[src/rtl/wave_judge_seq.sv]
// Frame waveform judge: sequences three divider quotients, picks the strict maximum, debounces over CONFIRM frames.
// wave/wave_valid appear 3 cycles after the last div_done; acc_done while busy is dropped and flagged as overrun.
module wave_judge_seq #(
  parameter int Q_W     = 28,
  parameter int CONFIRM = 3,
  parameter int TIMEOUT = 64
) (
  input  logic                  clk,
  input  logic                  rst,
  input  logic                  en,
  input  logic                  acc_done,
  output logic                  div_start,
  output logic [1:0]            div_sel,
  input  logic                  div_done,
  input  logic signed [Q_W-1:0] div_quot,
  output logic [1:0]            wave,
  output logic                  wave_valid,
  output logic                  busy,
  output logic                  overrun,
  output logic                  timeout_err,
  input  logic                  clr_err
);

  localparam int CNT_W = $clog2(CONFIRM + 1);
  localparam int TMR_W = $clog2(TIMEOUT + 1);

  typedef enum logic [2:0] {IDLE, ISSUE, WAIT, COMPARE, FILTER} state_t;

  state_t                state, state_nxt;
  logic [1:0]            ch;
  logic [1:0]            cls, cls_nxt;
  logic [1:0]            cand;
  logic [CNT_W-1:0]      cnt, cnt_nxt;
  logic [TMR_W-1:0]      timer;
  logic signed [Q_W-1:0] r0, r1, r2;
  logic                  tmo_hit;

  // div_done on the last allowed cycle still counts as a result, not a timeout
  assign tmo_hit = (state == WAIT) && !div_done && (timer == TMR_W'(TIMEOUT - 1));

  always_ff @(posedge clk or negedge rst) begin
    if (!rst) state <= IDLE;
    else      state <= state_nxt;
  end

  always_comb begin
    state_nxt = state;
    case (state)
      IDLE:    if (acc_done && en) state_nxt = ISSUE;
      ISSUE:   state_nxt = WAIT;
      WAIT: begin
        if (div_done)     state_nxt = (ch == 2'd2) ? COMPARE : ISSUE;
        else if (tmo_hit) state_nxt = IDLE;
      end
      COMPARE: state_nxt = FILTER;
      FILTER:  state_nxt = IDLE;
      default: state_nxt = IDLE;
    endcase
  end

  always_comb begin
    div_start = (state == ISSUE);
    div_sel   = ((state == ISSUE) || (state == WAIT)) ? ch : 2'd0;
    busy      = (state != IDLE);
  end

  always_comb begin
    cls_nxt = 2'd3;
    if      ((r0 > r1) && (r0 > r2)) cls_nxt = 2'd0;
    else if ((r1 > r0) && (r1 > r2)) cls_nxt = 2'd1;
    else if ((r2 > r0) && (r2 > r1)) cls_nxt = 2'd2;

    if (cls == cand) cnt_nxt = (cnt == CNT_W'(CONFIRM)) ? cnt : cnt + CNT_W'(1);
    else             cnt_nxt = CNT_W'(1);
  end

  always_ff @(posedge clk or negedge rst) begin
    if (!rst) begin
      ch          <= 2'd0;
      timer       <= '0;
      r0          <= '0;
      r1          <= '0;
      r2          <= '0;
      cls         <= 2'd3;
      cand        <= 2'd3;
      cnt         <= '0;
      wave        <= 2'd3;
      wave_valid  <= 1'b0;
      overrun     <= 1'b0;
      timeout_err <= 1'b0;
    end else begin
      wave_valid <= 1'b0;
      case (state)
        IDLE:  if (acc_done && en) ch <= 2'd0;
        ISSUE: timer <= '0;
        WAIT: begin
          if (div_done) begin
            case (ch)
              2'd0:    r0 <= div_quot;
              2'd1:    r1 <= div_quot;
              default: r2 <= div_quot;
            endcase
            if (ch != 2'd2) ch <= ch + 2'd1;
          end else begin
            timer <= timer + TMR_W'(1);
          end
        end
        COMPARE: cls <= cls_nxt;
        FILTER: begin
          cand <= cls;
          cnt  <= cnt_nxt;
          if ((cnt_nxt == CNT_W'(CONFIRM)) && (cls != wave)) begin
            wave       <= cls;
            wave_valid <= 1'b1;
          end
        end
        default: ;
      endcase

      // a set event in the same cycle as clr_err takes priority
      if (acc_done && (state != IDLE)) overrun <= 1'b1;
      else if (clr_err)                overrun <= 1'b0;

      if (tmo_hit)      timeout_err <= 1'b1;
      else if (clr_err) timeout_err <= 1'b0;
    end
  end

endmodule

[config.mk]
export PLATFORM = sky130hd
export DESIGN_NAME = wave_judge_seq
export DESIGN_NICKNAME = d
export VERILOG_FILES = /design/src/rtl/wave_judge_seq.sv
export SDC_FILE = /design/constraint.sdc
export NUM_CORES = 1
export LEC_CHECK = 0
export BUFFER_PORTS_ARGS = -buffer_cell sky130_fd_sc_hd__buf_2
export CAP_MARGIN = 20
export CELL_PAD_IN_SITES_DETAIL_PLACEMENT = 2
export CELL_PAD_IN_SITES_GLOBAL_PLACEMENT = 2
export CORE_ASPECT_RATIO = 0.5
export CORE_MARGIN = 3
export CORE_UTILIZATION = 38
export CTS_BUF_LIST = sky130_fd_sc_hd__clkbuf_4
export CTS_CLUSTER_DIAMETER = 30
export DETAILED_ROUTE_END_ITERATION = 10
export HOLD_SLACK_MARGIN = 0.06
export PLACE_DENSITY_LB_ADDON = 0.1
export SETUP_SLACK_MARGIN = 0.5
export SLEW_MARGIN = 0
export SYNTH_ARGS = -nofsm -noshare
export SYNTH_HDL_FRONTEND = slang
export SYNTH_SLANG_ARGS = --single-unit
[constraint.sdc]
create_clock -name clk -period 2.2 [get_ports clk]
set_input_delay 0.33 -clock clk [delete_from_list [all_inputs] [get_ports clk]]
set_output_delay 0.33 -clock clk [all_outputs]
set_load 0.02 [all_outputs]
==> results_dict.tcl <==
set metrics [dict create \
    status "complete, but fails checks" \
    violations "negative setup slack" \
    yosysMostFrequentCell "dfrtp_1" \
    place_inst 854 \
    start_util_pct 39.8 \
    die_area_um2 18200 \
    path_clk_slew_ns 0.18 \
    ys_top_cells_by_count "101 x dfrtp_1, 89 x mux2_2, 88 x ha_1" \
    die_y_um 96.8 \
    synthCells 551 \
    hpwl_mm 12.2 \
    grt-busiest-layer "met2" \
    portBuffers 42 \
    yosysWarnings 0 \
    yosys_register_bits 107 \
    pre_cts_slack_ns -0.362 \
    drive_above_1_share_pct 39.9 \
    ant_nets 0 \
    gr-total-overflow 0 \
    cts_inserted_buffers 9 \
    clock_sinks 107 \
    hp-class "primary input to flip-flop" \
    dieWidth_um 188 \
    drv_slew 0 \
    drc_errors 0 \
    drt_first_pass_iters 4 \
    met2_usage_pct 37.2 \
    core_area_um2 15800 \
    synth_top_area_share_pct 40.3 \
    yosysTopAreaCell "dfrtp_1" \
    synth_nets 673 \
    drt-total-wl_mm 19.6 \
    synth_edf_count 0 \
    met3_usage_pct 4.53 \
    drtIter0Drc 192 \
    io_pins 43 \
    netlist_area_um2 6270 \
    grt_max_degree 67 \
    ys_types 50 \
    fin_cells 933 \
    cts_tree "done" \
    fin_skew_ns 0.0266 \
    cp-start-kind "flip-flop" \
    yosysSeqAreaShare_pct 42.8 \
    worstMarginPinSlew_ns 0.494 \
    antenna_found_initial 0 \
    swShare_pct 41.5 \
    setup_ws_ns -0.362 \
    critPathKind "flip-flop to flip-flop" \
    grt.total_usage_pct 20.9 \
    gp_congestion 0.751 \
    cap_viol_max_count 0 \
    clock_power_share_pct 8.2 \
    rows 32 \
    p_seq_share_pct 30.2 \
    crit_required_ns 2.65 \
    htree_num_levels 3 \
    period_share_pct 116 \
    intPower_uw 6740 \
    slew_headroom_pct 67.1 \
    root_buffer "clkbuf_4" \
    leakage_uw 0.00409 \
    setup_viol 2 \
    p_sw_uw 4770 \
    cts_buffer_depth 2 \
    met1_usage_pct 26.3 \
    hold_violations 0 \
    routedWlPerCell_um 21.0 \
    fin_nets 829 \
    diodes 0 \
    power_frac_comb_pct 61.6 \
    cp_max_fo 2 \
    rsz0062_at_grt "true" \
    synth_flop_cell "dfrtp_1" \
    yosys-top-cells-area "dfrtp_1 40%, ha_1 18%, mux2_2 16%" \
    syn_to_final_growth_pct 30.9 \
    period_minus_slack_ns 2.56 \
    clkLatencyLatePin_ns 0.50 \
    syn_area_per_cell_um2 11.4 \
    vias 4849 \
    p_per_area_nw_per_um2 1400 \
    cp.arrival_ns 3.02 \
    drt-vias-per-instance 5.20 \
    grt_pass1_vias 5663 \
    peakVddDrop_uv 467 \
    fmax_mhz 390 \
    ys_async_sr_fraction_pct 100 \
    grt_pass1_wl_mm 30.1 \
    end_kind "flip-flop" \
]
final timing paths:
check                            startpoint  endpoint  slack [ns]  cells after the start
worst max-delay path                  r1[1]    cls[0]       -0.36                     11
worst min-delay path            div_quot[2]     r1[2]         0.1                      2
worst max register to register        r1[1]    cls[0]       -0.36                     11
worst min register to register       cnt[0]    cnt[0]        0.49                      1
max in group asynchronous               rst   overrun        1.30                      3
min in group asynchronous               rst     r0[7]        0.18                      2
timing repair:
action                                 CTS  global route
pin swaps                               18            13
gates cloned                             3             3
gates resized for setup                 66            24
setup buffers                           24            12
endpoints found under the hold margin  135             9
setup endpoints to repair               35            79
hold buffers                            16             5
routing by layer:
metal	wire length [µm]	part of all wire [%]
met5	0	0
met4	241	1.2
met3	488	2.5
met2	9930	51
met1	8900	45
sequential cells by signal (all words and copies together), names as in the netlist, 2 cells and up:
register / count
r2: 28
wave: 2
cnt: 2
timer: 7
cand: 2
ch: 2
state: 3
r0: 28
r1: 28
cls: 2
layout make-up:
class	count	area, µm²
Clock buffer	10	75.1
Clock inverter	6	42.5
Fill cell	1599	7570
Inverter	61	231
Multi-Input combinational cell	375	3650
Sequential cell	107	2690
Tap cell	221	277
Timing Repair Buffer	153	1250
cell usage in the layout (no fill, tap or decap), types with 19 or more instances in the layout:
cell type	n
a21oi_1	35
buf_2	37
buf_4	72
dfrtp_1	101
dlygate4sd3_1	21
ha_1	83
inv_1	58
mux2_2	61
mux2_4	29
nand2_1	22
nand4_1	19
power groups by stage:
stage                     Clock (µW)  Sequential (µW)  Combinational (µW)
final                            943             3480                7090
after global routing            1080             3600                7890
after CTS                        992             3450                6710
after detailed placement           0             3500                5800
after global placement             0             3430                5480
after floorplan                    0             3310                3720
per-stage QoR:
| stage | instance area [µm²] | total power, µW | TNS (ns) | hold slack (ns) | utilization [%] |
|---|---|---|---|---|---|
| 2_1_floorplan | 6320 | 7020 | 0 | 0.0344 | - |
| 3_3_place_gp | 7150 | 8910 | -0.472 | 0.167 | 45.3 |
| 3_5_place_dp | 7150 | 9310 | -0.648 | 0.168 | 45.3 |
| 4_1_cts | 7900 | 11200 | -0.556 | 0.0606 | 50.1 |
| 5_1_grt | 8210 | 12600 | -0.911 | 0.0640 | 52.0 |
| 6_report | 8210 | 11500 | -0.701 | 0.0952 | 52.0 |
cells by family after synthesis:
| family | synth area share [%] |
|---|---|
| DFF | 42.8 |
| AOI/OAI and AO/OA | 8.46 |
| muxes | 16.2 |
| xor gates and xnor gates | 1.26 |
| and+or+nand+nor | 9.02 |
| adders and majority gates | 17.6 |
| buffers and inverters | 4.69 |
critical path, cell delays in order, from the launching register on:
cell,delay (ns)
dfrtp_1,0.43
buf_6,0.13
inv_4,0.05
ha_4,0.19
nor2b_4,0.12
o211ai_1,0.24
a21boi_1,0.10
o41a_1,0.40
nor4_2,0.31
xor2_1,0.25
nand4_1,0.13
a21boi_2,0.17
No activity file was read; power rests on OpenSTA's default activity.
